File: config.mk
export PLATFORM = sky130hd
export DESIGN_NAME = fixture_pms_top
export DESIGN_NICKNAME = d
export VERILOG_FILES = /design/src/rtl/fixture_pms_top.sv
export SDC_FILE = /design/constraint.sdc
export NUM_CORES = 1
export LEC_CHECK = 0
export CAP_MARGIN = 30
export CORE_UTILIZATION = 48
export CTS_BUF_LIST = sky130_fd_sc_hd__clkbuf_4 sky130_fd_sc_hd__clkbuf_8 sky130_fd_sc_hd__clkbuf_16
export DETAILED_ROUTE_END_ITERATION = 10
export MAX_ROUTING_LAYER = met4
export PLACE_DENSITY = 0.89
export SLEW_MARGIN = 0
export SYNTH_ARGS = -nofsm -noshare
export SYNTH_HDL_FRONTEND = slang
export SYNTH_SLANG_ARGS = --single-unit
File: constraint.sdc
create_clock -name clk_i -period 4.3 [get_ports clk_i]
set_input_delay 0.43 -clock clk_i [delete_from_list [all_inputs] [get_ports clk_i]]
set_output_delay 0.43 -clock clk_i [all_outputs]
set_load 0.01 [all_outputs]
File: src/rtl/fixture_pms_top.sv
// Platform management block: boot/control register file plus an ACPI-style
// power-button state machine (debounced button, short press = on/irq, long press = off).
//
// state      | meaning
// -----------+--------------------------------------------------------------
// ST_S5      | soft-off; a short press powers on
// ST_S0      | running; short press raises irq, long press forces off
// ST_S5_WAIT | forced off, waiting for the long press to be released
module fixture_pms_top #(
    parameter int unsigned DEBOUNCE_CYCLES   = 16,
    parameter int unsigned LONG_PRESS_CYCLES = 4000,
    parameter logic [31:0] BOOT_ADDR_RST     = 32'h1C00_8080
) (
    input  logic        clk_i,
    input  logic        rst_ni,
    input  logic        reg_req_i,
    input  logic        reg_we_i,
    input  logic [7:0]  reg_addr_i,
    input  logic [31:0] reg_wdata_i,
    output logic [31:0] reg_rdata_o,
    output logic        reg_ready_o,
    input  logic        pwr_btn_ni,
    input  logic        eoc_i,
    input  logic [31:0] exit_status_i,
    output logic [1:0]  bootmode_o,
    output logic [31:0] boot_addr_o,
    output logic        fetch_en_o,
    output logic        uart_rx_en_o,
    output logic [1:0]  pwr_state_o,
    output logic        slp_s5_no,
    output logic        pwr_btn_irq_o
);

    localparam int unsigned     DB_W    = $clog2(DEBOUNCE_CYCLES + 1);
    localparam int unsigned     LP_W    = $clog2(LONG_PRESS_CYCLES + 1);
    localparam logic [DB_W-1:0] DB_LOAD = DB_W'(DEBOUNCE_CYCLES - 1);
    localparam logic [LP_W-1:0] LP_MAX  = LP_W'(LONG_PRESS_CYCLES);
    localparam logic [LP_W-1:0] LP_LAST = LP_W'(LONG_PRESS_CYCLES - 1);

    localparam logic [7:0] ADDR_BOOTMODE  = 8'h00;
    localparam logic [7:0] ADDR_BOOT_ADDR = 8'h04;
    localparam logic [7:0] ADDR_FETCH_EN  = 8'h08;
    localparam logic [7:0] ADDR_UART_CTRL = 8'h0C;
    localparam logic [7:0] ADDR_STATUS    = 8'h10;
    localparam logic [7:0] ADDR_EXIT      = 8'h14;
    localparam logic [7:0] ADDR_IRQ_CLR   = 8'h18;

    localparam logic [1:0] PWR_S0 = 2'b00;
    localparam logic [1:0] PWR_S5 = 2'b11;

    typedef enum logic [1:0] {
        ST_S5      = 2'b00,
        ST_S0      = 2'b01,
        ST_S5_WAIT = 2'b10
    } pwr_st_e;

    pwr_st_e     state_q;
    logic [1:0]  pwr_state_q;
    logic        slp_s5_n_q;
    logic        irq_q;

    logic [1:0]  bootmode_q;
    logic [31:0] boot_addr_q;
    logic        fetch_en_q;
    logic        uart_rx_en_q;
    logic        reg_ready_q;
    logic [31:0] reg_rdata_q;
    logic [31:0] rdata_d;
    logic        wr_en;
    logic        irq_clr;

    logic            sync1_q;
    logic            sync2_q;
    logic            deb_q;
    logic [DB_W-1:0] db_cnt_q;
    logic            db_flip;
    logic            rel_evt;
    logic [LP_W-1:0] press_cnt_q;
    logic            long_hit;
    logic            short_rel;

    // ---------------- register file ----------------
    assign wr_en   = reg_req_i & reg_we_i;
    assign irq_clr = wr_en & (reg_addr_i == ADDR_IRQ_CLR) & reg_wdata_i[0];

    always_comb begin
        rdata_d = '0;
        case (reg_addr_i)
            ADDR_BOOTMODE:  rdata_d = {30'd0, bootmode_q};
            ADDR_BOOT_ADDR: rdata_d = boot_addr_q;
            ADDR_FETCH_EN:  rdata_d = {31'd0, fetch_en_q};
            ADDR_UART_CTRL: rdata_d = {31'd0, uart_rx_en_q};
            ADDR_STATUS:    rdata_d = {27'd0, irq_q, pwr_state_q, 1'b0, eoc_i};
            ADDR_EXIT:      rdata_d = exit_status_i;
            default:        rdata_d = '0;
        endcase
    end

    always_ff @(posedge clk_i or negedge rst_ni) begin
        if (!rst_ni) begin
            bootmode_q   <= 2'b00;
            boot_addr_q  <= BOOT_ADDR_RST;
            fetch_en_q   <= 1'b0;
            uart_rx_en_q <= 1'b0;
            reg_ready_q  <= 1'b0;
            reg_rdata_q  <= '0;
        end else begin
            reg_ready_q <= reg_req_i;
            reg_rdata_q <= (reg_req_i && !reg_we_i) ? rdata_d : '0;
            if (wr_en) begin
                case (reg_addr_i)
                    ADDR_BOOTMODE:  bootmode_q   <= reg_wdata_i[1:0];
                    ADDR_BOOT_ADDR: boot_addr_q  <= reg_wdata_i;
                    ADDR_FETCH_EN:  fetch_en_q   <= reg_wdata_i[0];
                    ADDR_UART_CTRL: uart_rx_en_q <= reg_wdata_i[0];
                    default: ;
                endcase
            end
        end
    end

    // ---------------- button synchronizer and debounce ----------------
    // Down-counter reloads whenever the synchronized level agrees with the
    // debounced one, so only an unbroken run of disagreement flips it.
    assign db_flip = (sync2_q != deb_q) && (db_cnt_q == '0);
    assign rel_evt = db_flip & ~deb_q;

    always_ff @(posedge clk_i or negedge rst_ni) begin
        if (!rst_ni) begin
            sync1_q  <= 1'b1;
            sync2_q  <= 1'b1;
            deb_q    <= 1'b1;
            db_cnt_q <= DB_LOAD;
        end else begin
            sync1_q <= pwr_btn_ni;
            sync2_q <= sync1_q;
            if (sync2_q == deb_q) begin
                db_cnt_q <= DB_LOAD;
            end else if (db_flip) begin
                deb_q    <= ~deb_q;
                db_cnt_q <= DB_LOAD;
            end else begin
                db_cnt_q <= db_cnt_q - 1'b1;
            end
        end
    end

    // ---------------- press duration ----------------
    assign long_hit  = ~deb_q & ~rel_evt & (press_cnt_q == LP_LAST);
    assign short_rel = rel_evt & (press_cnt_q < LP_MAX);

    always_ff @(posedge clk_i or negedge rst_ni) begin
        if (!rst_ni) begin
            press_cnt_q <= '0;
        end else if (deb_q || rel_evt) begin
            press_cnt_q <= '0;
        end else if (press_cnt_q != LP_MAX) begin
            press_cnt_q <= press_cnt_q + 1'b1;
        end
    end

    // ---------------- power state machine ----------------
    always_ff @(posedge clk_i or negedge rst_ni) begin
        if (!rst_ni) begin
            state_q     <= ST_S5;
            pwr_state_q <= PWR_S5;
            slp_s5_n_q  <= 1'b0;
            irq_q       <= 1'b0;
        end else begin
            case (state_q)
                ST_S5: begin
                    if (short_rel) begin
                        state_q     <= ST_S0;
                        pwr_state_q <= PWR_S0;
                        slp_s5_n_q  <= 1'b1;
                    end
                end
                ST_S0: begin
                    if (long_hit) begin
                        state_q     <= ST_S5_WAIT;
                        pwr_state_q <= PWR_S5;
                        slp_s5_n_q  <= 1'b0;
                        irq_q       <= 1'b0;
                    end else if (short_rel) begin
                        irq_q <= 1'b1;
                    end else if (irq_clr) begin
                        irq_q <= 1'b0;
                    end
                end
                ST_S5_WAIT: begin
                    if (rel_evt) begin
                        state_q <= ST_S5;
                        irq_q   <= 1'b0;
                    end
                end
                default: begin
                    state_q     <= ST_S5;
                    pwr_state_q <= PWR_S5;
                    slp_s5_n_q  <= 1'b0;
                    irq_q       <= 1'b0;
                end
            endcase
        end
    end

    assign reg_rdata_o   = reg_rdata_q;
    assign reg_ready_o   = reg_ready_q;
    assign bootmode_o    = bootmode_q;
    assign boot_addr_o   = boot_addr_q;
    assign fetch_en_o    = fetch_en_q;
    assign uart_rx_en_o  = uart_rx_en_q;
    assign pwr_state_o   = pwr_state_q;
    assign slp_s5_no     = slp_s5_n_q;
    assign pwr_btn_irq_o = irq_q;

endmodule

==> reports/results.txt <==
chip height = 95.5 um
antenna-violating nets left = 0
share of the synthesized area in the top cell type = 48.3%
via count = 3284
worst setup margin = 1.69 ns
Placed Instances = 581
grt met1 use = 30.7%
Slew Limit Fails = 0
FF-to-FF Start = db_cnt_q[0]
Yosys top cell by area = dfrtp_1
Place WS = 1.15 ns
fmax = 383 MHz
Die ar. = 9120 sq um
initial core utilization = 50.3%
PD cells = 300 nW/um^2
chip width = 95.5 um
Reg2Reg Depth = 6
Synth Warn # = 0
Critical R2R Capture = slp_s5_no
Longest Clk Path Bufs = 2
setup slack, reg-to-reg = 1.69 ns
critical path arrival = 2.81 ns
fin crit period = 2.61 ns
Async S/R FF share, synth = 100%
Wirelength per Cell = 19.3 um
Setup Fix Bufs, Post-CTS = 0
non-filler cells, final = 598
crit-path max cell delay = 0.82 ns
outcome = completed
Cells after Synth = 339
routability congestion estimate = 0.789
Core ar. = 8340 sq um
Peak VDD IR = 0.187 mV
hold buffers post-CTS = 0
fill count = 574
critical path buffer and inverter count = 1
total congestion overflow = 0
Via density = 5.49
CTS tree = done
Worst setup SP type = flip-flop
worst hold path type = primary input to async pin
Pwr Total = 0.00179 W
IO Pins = 151
leakage = 2.59 nW
grt met2 use = 45.4%
final hold vios = 0
Yosys cell types = 44
I/O Buffers = 150
HPWL Detailed = 8210 um
post-layout util = 71.6%
GRT Util Overall = 26.9%
drt pass-1 iters = 5
Post-synth top cells = 81 x dfrtp_1, 46 x nor2_1, 30 x mux2_4
skew final = 0.0166 ns
crit share post-route = 60.7%
Synthesized Nets = 420
clk sink count = 94
Worst Path Class, Setup = flip-flop to flip-flop
critical-path maximum fanout = 13
DRT iter0 DRCs = 150
cell family with most CP delay = simple AND/OR/NAND/NOR gates
Reg clk slew, reported paths = 0.09 ns
Post-Syn Area per Cell = 12.4 sq um
initial antenna violation count = 0
post-synthesis sequential area ratio = 56.4%
final setup TNS = 0 ns
number of synthesized flops with an enable pin = 0
met3 Usage GRT = 4.78%
Most Crowded Layer GR = met2
layout cells sized above 1 = 17.2%
RSZ-0062 raised after global routing = false
first-pass GRT wire length = 17300 um
Rows = 33
MaxCap Viol Count = 0
leading post-synthesis cells by cell area = dfrtp_1 48%, mux2_4 11%, dfstp_2 8.1%, a22oi_1 5.2%, nor2_1 4.1%
Final #Nets = 569
top_reg_cell synth = dfrtp_1
antenna cells = 0
CP required = 4.50 ns
worst slew pin tran = 1.02 ns
Setup crit end kind = flip-flop
clock tree root buffer cell = clkbuf_8
H-tree level count = 3
clk_lat worst skew = 0.36 ns
CP most frequent cell = nor4b_1
CTS Buf Count = 9
Layout area overhead = 42.2%
vias in the first global route = 3300
CP max-delay cell = nor4b_1
Slew Limit Headroom = 31.8%
Post-Route WL = 11500 um
# setup viols final = 0
most common cell in the netlist = dfrtp_1
critical path, cell by cell = inv_1 -> ha_1 -> nor4b_1 -> a21o_1 -> nor4b_1 -> o221ai_1
largest net degree at the start of global routing = 61
mapped cell area = 4200 sq um
# resized after CTS = 0
Synth Register Bits = 94
DRC viols = 0
==> through the flow <==
step	cell area, sq um	hold WS [ns]
floorplan	4200	0.134
global placement	5740	0.347
detailed placement	5740	0.347
CTS	5950	0.145
global route	5970	0.179
finish	5970	0.127
==> worst register-to-register path, cell delays in order, from the launching register on <==
cell      delay (ns)
dfstp_2         0.55
inv_1           0.05
ha_1            0.25
nor4b_1         0.20
a21o_1          0.36
nor4b_1         0.82
o221ai_1        0.23
==> sequential cells by signal (all words and copies together) (netlist names), 2 cells and up <==
| register | flops |
|---|---|
| bootmode_o | 2 |
| db_cnt_q | 5 |
| boot_addr_o | 32 |
| state_q | 2 |
| press_cnt_q | 12 |
| reg_rdata_o | 32 |
==> per-layer routing <==
metal / vias to the layer above / wire length, um
met5: - / 0
met4: 0 / 340
met3: 23 / 662
met2: 128 / 6030
met1: 1643 / 4510
li1: 1490 / -
==> cells by family after synthesis <==
logic type / synth area share [%]
compound gates: 8.52
simple gates: 13.4
fa+ha+maj: 0.894
xor+xnor: 2.30
mux: 14.4
buf+inv: 4.02
flops: 56.4
==> cells in the final DEF, fill, tap and decap left out, types with 2 or more instances in the layout <==
cell,n
o31ai_1,2
nand2_1,17
nor4_1,4
clkdlybuf4s50_1,149
nor4_4,2
nor2b_1,3
mux2_2,12
nand4_1,4
or3_1,2
clkinv_4,2
nor4b_1,6
or3_4,2
nand3_1,7
xnor2_1,7
mux2i_1,2
a21oi_1,6
dfstp_2,13
buf_4,4
or2_2,2
nor2_1,46
ha_1,3
nand2b_1,6
nor3_1,4
mux2_4,30
xor2_1,4
a22oi_1,29
clkbuf_8,10
dfrtp_1,81
o21ai_0,4
inv_1,11
==> worst max-delay path by stage <==
stage	start	endpoint	slack (ns)	cells after the start
2_1_floorplan	reg_addr_i[5]	boot_addr_o[10]	2.00	7
3_3_place_gp	reg_addr_i[5]	boot_addr_o[2]	1.19	5
3_5_place_dp	reg_addr_i[5]	boot_addr_o[9]	1.15	5
4_1_cts	reg_addr_i[5]	boot_addr_o[8]	1.53	5
5_1_grt	db_cnt_q[0]	slp_s5_no	1.54	6
6_report	db_cnt_q[0]	slp_s5_no	1.69	6
==> power breakdown <==
group,switching [W],internal (W)
sequential,0.0000475,0.000923
combinational,0.0000876,0.000123
clock,0.000321,0.000288
total,0.000456,0.00133
==> cell type report <==
cell class | count | area [sq um] | area share, %
clock inverters | 6 | 68.8 | 1.15
inverters | 11 | 41.3 | 0.692
multi-input cells | 218 | 1680 | 28.1
well taps | 105 | 131 | 2.20
flip-flops and latches | 94 | 2370 | 39.7
repair buffers | 154 | 1540 | 25.8
clock buffers | 10 | 138 | 2.31
Power figures use the tool's default switching activity.
